$ cat config.mk
export PLATFORM = sky130hd
export DESIGN_NAME = hazard_ctrl_unit
export DESIGN_NICKNAME = d
export VERILOG_FILES = /design/src/rtl/hazard_ctrl_unit.sv
export SDC_FILE = /design/constraint.sdc
export NUM_CORES = 1
export LEC_CHECK = 0
export ABC_AREA = 1
export CORE_UTILIZATION = 34
export DETAILED_ROUTE_END_ITERATION = 8
export PLACE_DENSITY = 0.91
export SLEW_MARGIN = 20
export SYNTH_ARGS = -nofsm -noshare
export SYNTH_HDL_FRONTEND = slang
export SYNTH_SLANG_ARGS = --single-unit
$ cat constraint.sdc
create_clock -name clk_i -period 1.25 [get_ports clk_i]
set_clock_uncertainty 0.2 [all_clocks]
set_input_delay 0.25 -clock clk_i [delete_from_list [all_inputs] [get_ports clk_i]]
set_output_delay 0.25 -clock clk_i [all_outputs]
set_load 0.01 [all_outputs]
$ cat src/rtl/hazard_ctrl_unit.sv
// hazard_ctrl_unit
//   Hazard controller for the 5-stage pipeline. It produces 2-bit operand
//   forwarding selects (EX/MEM has priority over MEM/WB). It also generates
//   load-use stalls of LOAD_STALL_CYCLES bubbles, and flushes younger stages
//   on a taken branch/jump.
//
//   Optional build macro: HAZARD_PERF_CNT_EN adds saturating performance
//   counters (stall_cycles_o, flush_events_o, fwd_events_o).
//
// Parameters
//   REG_ADDR_W         register-file address width
//   LOAD_STALL_CYCLES  bubbles per load-use hazard, legal 1..4
//   FLUSH_DEPTH        stages killed on redirect: 1=IF/ID, 2=+ID/EX, 3=+EX/MEM
//   CNT_W              perf counter width (HAZARD_PERF_CNT_EN only)
//
// Ports
//   clk_i, arst_i           clock, async active-high reset
//   enable_i                0 freezes FSM and counters
//   id_rs_i, id_rt_i        ID sources; id_uses_rt_i qualifies rt
//   ex_rs_i, ex_rt_i        EX sources; ex_rd_i / ex_mem_read_i describe a load
//   mem_rd_i, mem_reg_write_i  EX/MEM destination
//   wb_rd_i, wb_reg_write_i    MEM/WB destination
//   redirect_i              taken branch/jump resolved this cycle
//   forward_a_o/_b_o        00 regfile, 01 MEM/WB, 10 EX/MEM
//   pc_en_o, if_id_en_o     front-end enables
//   id_ex_bubble_o          insert NOP controls into ID/EX
//   flush_if_id_o, flush_id_ex_o, flush_ex_mem_o  stage clears
//   stall_active_o          stall asserted this cycle
//
// FSM states
//   state | meaning
//   RUN   | normal issue; single-cycle stall on load-use, flush on redirect
//   STALL | inserting remaining load-use bubbles, cnt_q counts down to 1

module hazard_ctrl_unit #(
    parameter int REG_ADDR_W        = 5,
    parameter int LOAD_STALL_CYCLES = 1,
    parameter int FLUSH_DEPTH       = 3,
    parameter int CNT_W             = 16
) (
    input  logic                  clk_i,
    input  logic                  arst_i,
    input  logic                  enable_i,
    input  logic [REG_ADDR_W-1:0] id_rs_i,
    input  logic [REG_ADDR_W-1:0] id_rt_i,
    input  logic                  id_uses_rt_i,
    input  logic [REG_ADDR_W-1:0] ex_rs_i,
    input  logic [REG_ADDR_W-1:0] ex_rt_i,
    input  logic [REG_ADDR_W-1:0] ex_rd_i,
    input  logic                  ex_mem_read_i,
    input  logic [REG_ADDR_W-1:0] mem_rd_i,
    input  logic                  mem_reg_write_i,
    input  logic [REG_ADDR_W-1:0] wb_rd_i,
    input  logic                  wb_reg_write_i,
    input  logic                  redirect_i,
    output logic [1:0]            forward_a_o,
    output logic [1:0]            forward_b_o,
    output logic                  pc_en_o,
    output logic                  if_id_en_o,
    output logic                  id_ex_bubble_o,
    output logic                  flush_if_id_o,
    output logic                  flush_id_ex_o,
    output logic                  flush_ex_mem_o,
    output logic                  stall_active_o
`ifdef HAZARD_PERF_CNT_EN
    ,
    output logic [CNT_W-1:0]      stall_cycles_o,
    output logic [CNT_W-1:0]      flush_events_o,
    output logic [CNT_W-1:0]      fwd_events_o
`endif
);

    typedef enum logic [1:0] {
        RUN   = 2'd0,
        STALL = 2'd1
    } state_t;

    // The first bubble is issued from RUN, so STALL only covers the rest.
    localparam logic [2:0] CNT_INIT   = 3'(LOAD_STALL_CYCLES - 1);
    localparam logic       KILL_ID_EX = (FLUSH_DEPTH >= 2);
    localparam logic       KILL_EX_MEM = (FLUSH_DEPTH == 3);

    state_t     state_q, state_d;
    logic [2:0] cnt_q, cnt_d;
    logic       load_use;
    logic       stall;
    logic       flush;
    logic [1:0] fwd_a;
    logic [1:0] fwd_b;

    function automatic logic [1:0] fwd_sel(
        input logic [REG_ADDR_W-1:0] src,
        input logic [REG_ADDR_W-1:0] m_rd,
        input logic                  m_we,
        input logic [REG_ADDR_W-1:0] w_rd,
        input logic                  w_we
    );
        logic [1:0] sel;
        sel = 2'b00;
        if (m_we && (m_rd != '0) && (m_rd == src)) begin
            sel = 2'b10;
        end else if (w_we && (w_rd != '0) && (w_rd == src)) begin
            sel = 2'b01;
        end
        return sel;
    endfunction

    always_comb begin
        fwd_a = fwd_sel(ex_rs_i, mem_rd_i, mem_reg_write_i, wb_rd_i, wb_reg_write_i);
        fwd_b = fwd_sel(ex_rt_i, mem_rd_i, mem_reg_write_i, wb_rd_i, wb_reg_write_i);
    end

    assign load_use = ex_mem_read_i && (ex_rd_i != '0) &&
                      ((ex_rd_i == id_rs_i) || (id_uses_rt_i && (ex_rd_i == id_rt_i)));

    always_comb begin
        state_d = state_q;
        cnt_d   = cnt_q;
        stall   = 1'b0;
        flush   = 1'b0;
        case (state_q)
            RUN: begin
                if (redirect_i) begin
                    flush = 1'b1;
                end else if (load_use) begin
                    stall = 1'b1;
                    if (LOAD_STALL_CYCLES > 1) begin
                        cnt_d   = CNT_INIT;
                        state_d = STALL;
                    end
                end
            end
            STALL: begin
                if (redirect_i) begin
                    // The redirected path makes the pending bubbles pointless.
                    flush   = 1'b1;
                    cnt_d   = 3'd0;
                    state_d = RUN;
                end else begin
                    stall = 1'b1;
                    cnt_d = cnt_q - 3'd1;
                    if (cnt_q == 3'd1) begin
                        state_d = RUN;
                    end
                end
            end
            default: begin
                state_d = RUN;
                cnt_d   = 3'd0;
            end
        endcase
    end

    always_ff @(posedge clk_i or posedge arst_i) begin
        if (arst_i) begin
            state_q <= RUN;
            cnt_q   <= 3'd0;
        end else if (enable_i) begin
            state_q <= state_d;
            cnt_q   <= cnt_d;
        end
    end

    // Outputs are forced idle while reset is held, independent of the clock.
    always_comb begin
        forward_a_o    = arst_i ? 2'b00 : fwd_a;
        forward_b_o    = arst_i ? 2'b00 : fwd_b;
        pc_en_o        = arst_i | ~stall;
        if_id_en_o     = arst_i | ~stall;
        id_ex_bubble_o = ~arst_i & stall;
        stall_active_o = ~arst_i & stall;
        flush_if_id_o  = ~arst_i & flush;
        flush_id_ex_o  = ~arst_i & flush & KILL_ID_EX;
        flush_ex_mem_o = ~arst_i & flush & KILL_EX_MEM;
    end

`ifdef HAZARD_PERF_CNT_EN
    localparam logic [CNT_W-1:0] CNT_ONE = CNT_W'(1);

    logic [CNT_W-1:0] stall_cnt_q, stall_cnt_d;
    logic [CNT_W-1:0] flush_cnt_q, flush_cnt_d;
    logic [CNT_W-1:0] fwd_cnt_q, fwd_cnt_d;

    always_comb begin
        stall_cnt_d = stall_cnt_q;
        flush_cnt_d = flush_cnt_q;
        fwd_cnt_d   = fwd_cnt_q;
        if (stall && (stall_cnt_q != '1)) begin
            stall_cnt_d = stall_cnt_q + CNT_ONE;
        end
        if (redirect_i && (flush_cnt_q != '1)) begin
            flush_cnt_d = flush_cnt_q + CNT_ONE;
        end
        if (((fwd_a != 2'b00) || (fwd_b != 2'b00)) && (fwd_cnt_q != '1)) begin
            fwd_cnt_d = fwd_cnt_q + CNT_ONE;
        end
    end

    always_ff @(posedge clk_i or posedge arst_i) begin
        if (arst_i) begin
            stall_cnt_q <= '0;
            flush_cnt_q <= '0;
            fwd_cnt_q   <= '0;
        end else if (enable_i) begin
            stall_cnt_q <= stall_cnt_d;
            flush_cnt_q <= flush_cnt_d;
            fwd_cnt_q   <= fwd_cnt_d;
        end
    end

    assign stall_cycles_o = stall_cnt_q;
    assign flush_events_o = flush_cnt_q;
    assign fwd_events_o   = fwd_cnt_q;
`endif

endmodule

; ---- Word level (Yosys, flattened, before mapping)
; Cells that the tools add are included.
[word_totals]
register_bits = 5
inputBits = 43
word_cells = 52
[op_classes]
add_sub_neg = 1
eq_ne = 9
mux = 17
bitwise_logic = 6
n_reduce_logical = 17
[op_table]
columns = cell, n
row1 = $eq 5x5->1, 6
row2 = $reduce_bool 5->1, 3
row3 = $mux 2, 6
row4 = $logic_and 1x1->1, 9
row5 = $mux 1, 7
row6 = $pmux 3 s2, 1
row7 = $pmux 2 s2, 1
row8 = $eq 3x1->1 const B, 1
row9 = $mux 3, 1
row10 = $ne 3x3->1 const B, 1
row11 = $not 1->1, 3
row12 = $reduce_and 3->1, 1
row13 = $sub 3x1->3 const B, 1
row14 = $and 1x1->1, 2
row15 = $eq 2x1->1 const B, 1
row16 = $logic_not 2->1, 1
row17 = $pmux 1 s2, 1
row18 = $reduce_and 2->1, 1
row19 = $reduce_or 2->1, 1
row20 = $logic_or 1x1->1, 1
row21 = $or 1x1->1, 1

; ---- Depth between registers and ports, before layout
[logic_depth]
ltp_word = 9
ltp_mapped = 8

; ---- Worst setup path after synthesis
; No wires, ideal clock.
[synth_path]
path_kind = input to output
start = input port ex_rd_i[4]
end = output port stall_active_o
arrival_time_ns = 1.000
required_time_ns = 0.800
setup_slack_ns = -0.200
stages = 7
path_cell_list = inv_1 -> nand2_1 -> nand2_1 -> nor2_1 -> nand3_1 -> a21oi_1 -> buf_4
[synth_via]
elab_chain_cells = 8
word_cells_on_any_way = 11
[synth_lines]
columns = element, line_no
row1 = start: declaration, 49  ; input logic [REG_ADDR_W-1:0] ex_rd_i,
row2 = $eq 5x5->1, 114  ; ((ex_rd_i == id_rs_i) || (id_uses_rt_i && (ex_rd_i == id_rt_i)));
row3 = $logic_and 1x1->1, 114
row4 = $logic_or 1x1->1, 114
row5 = $logic_and 1x1->1 (*), 113  ; assign load_use = ex_mem_read_i && (ex_rd_i != '0) &&
row6 = $mux 1 (*), 125  ; end else if (load_use) begin
row7 = $mux 1 (*), 123  ; if (redirect_i) begin
row8 = $pmux 1 s2 (*), 121  ; case (state_q)
row9 = $and 1x1->1 (*), -
row10 = end: declaration, 64  ; output logic stall_active_o
; Mark *: on every way between the ends. The rest lies on a longest branch, timed or not.

; ---- Worst setup path in the final report
[layout_path]
start = input port ex_rd_i[3]
end = output port stall_active_o
[layout_via]
elab_chain_cells = 8
word_cells_on_any_way = 11
[layout_lines]
columns = element, line_no
row1 = $eq 5x5->1, 114
row2 = $logic_and 1x1->1, 114
row3 = $logic_or 1x1->1, 114
row4 = $logic_and 1x1->1 (*), 113
row5 = $mux 1 (*), 125
row6 = $mux 1 (*), 123
row7 = $pmux 1 s2 (*), 121
row8 = $and 1x1->1 (*), 171  ; stall_active_o = ~arst_i & stall;
; Marked as above.

==> flow_summary.ini <==
[layout]
final_area_um2 = 1370
drive_gt1_frac = 0.575
clockBufferCount = 0
seq_cell_count = 0
multi_input_comb_area_um2 = 654
diodes = 0
nFillCells = 148
utilization = 0.777
mostFrequentLayoutCells = 46 x nand2_1, 23 x nand2_2, 23 x buf_6
area_growth_pct = 110
ff_latch_area_um2 = 0
final_common_cell = nand2_1
final_nets = 252

[setup_path]
path_cells = buf_8, nand2_2, nand2_1, nor2_1, nand3_2, a21oi_2, buf_2
path_class = in -> out
cp-end-kind = output port
path_max_fanout = 3
arrival_ns = 1.05
crit_family = simple AND/OR/NAND/NOR gates
cp_slowest_cell = a21oi_2
cp.required_ns = 0.80
critPathBufInv = 2
slowest_delay_ns = 0.15
start_kind = input pin

[synth]
syn_area_um2 = 654
synth_seq_area_share = 0
yosys_warnings = 0
syn_inst = 157
synth.distinct_cells = 11
syn_avg_cell_area_um2 = 4.17
synth_nets = 200

[drt]
drt-pass1-iter-count = 4
drt_wl_total_mm = 2.72
initialDrtViolationCount = 22
remaining_drc_errors = 0
vias_per_cell = 4.77
ant_nets = 0
wl_per_cell_um = 11.7
num_vias = 1107

[sta]
fin_ws_ns = -0.253
hold_viol = 0
fin_crit_sh = 1.20
slew_violations = 0
fmax_ghz = 0.665
worst_pin_slew_ns = 0.188
relSlewSlack = 0.874
rsz0062_at_grt = yes
finalSetupViolCount = 8
finalCriticalPeriod_ns = 1.50

[global_route]
grt_max_degree = 6
grt_first_pass_wirelength_mm = 3.53
grtUsageTotal = 0.221
antenna_found_initial = 0
overflow = 0
grt_pass1_vias = 950

[place]
io_buffer_count = 52
placed_area_um2 = 1220
gp_congestion = 0.850
dpl.hpwl_mm = 1.98
preCtsSetupSlack_ns = -1.20

[power]
p_per_area_nw_per_um2 = 313
leakage_nw = 0.785
vdd_ir_drop_max_mv = 0.239

[floorplan]
dieArea_um2 = 2100
num_io_pins = 54
rows = 15
start_util = 0.371
fp.dieH_um = 45.9
die_w_um = 45.9
core_um2 = 1760

[cts]
cts_setup_buffers = 0

[run_status]
status = complete, but fails checks
violations = negative setup slack

[hold_path]
hold_path_class = in -> out

[run]
maxCapViolations = 0
-- layer usage --
metal / share of wire / global-route usage / vias up / wire length [um]
met2: 0.59 / 0.451 / 45 / 1600
met4: 0.014 / 0.0412 / 0 / 38
met5: 0 / 0 / - / 0
met1: 0.35 / 0.237 / 493 / 954
li1: - / - / 565 / -
met3: 0.046 / 0.0198 / 4 / 126
-- synth_stat cells --
library cell  number  area (um^2)
nand2_1           72          270
inv_1             34          128
nor2_1            24         90.1
nand3_1            7         35.0
buf_4              4         30.0
nand4_1            4         25.0
xnor2_1            4         35.0
a21oi_1            3         15.0
nor3_1             3         15.0
inv_2              1         3.75
o211ai_1           1         7.51
-- what timing repair did --
item,4_1_cts,5_1_grt
pin swaps,46,40
hold buffers,0,0
hold endpoints to repair,0,0
gates cloned,0,0
endpoints found under the setup margin,11,10
gates resized for setup,250,66
-- stage by stage --
| step | hold WS [ns] | total power, mW | TNS [ns] | std cells |
|---|---|---|---|---|
| finish | 0.708 | 0.429 | -1.71 | 232 |
| global placement | 1.30 | 0.336 | -10.87 | 232 |
| detailed placement | 1.30 | 0.346 | -11.27 | 232 |
| global route | 0.737 | 0.465 | -2.15 | 232 |
| floorplan | 0.333 | 0.145 | -0.135 | 157 |
| CTS | 0.716 | 0.341 | -1.53 | 232 |
-- cell type report --
class,count,share of cell area
repair buffers,54,0.384
inverters,35,0.116
multi-input cells,118,0.477
well taps,25,0.0228
-- tightest hold or removal path: cells and delay by family --
family | cells | cell delay (ns)
XOR/XNOR | 1 | 0.08
AND/OR/NAND/NOR | 2 | 0.13
buffers and inverters | 2 | 0.21
-- cell families after synthesis --
kind of cell,synth area share
AOI/OAI and AO/OA,0.0344
and+or+nand+nor,0.665
xor gates and xnor gates,0.0535
buffers and inverters,0.247
-- report_power, final --
group	leakage, nW	switching, mW	internal, mW
logic	0.785	0.210	0.219
registers	0	0	0
clock network	0	0	0
-- path summary, 6_finish.rpt --
kind | end | slack, ns | cells past startpoint | startpoint
worst min-delay path | forward_a_o[1] | 0.71 | 5 | ex_rs_i[4]
worst max-delay path | stall_active_o | -0.25 | 7 | ex_rd_i[3]
(Power assumes the default switching activity.)
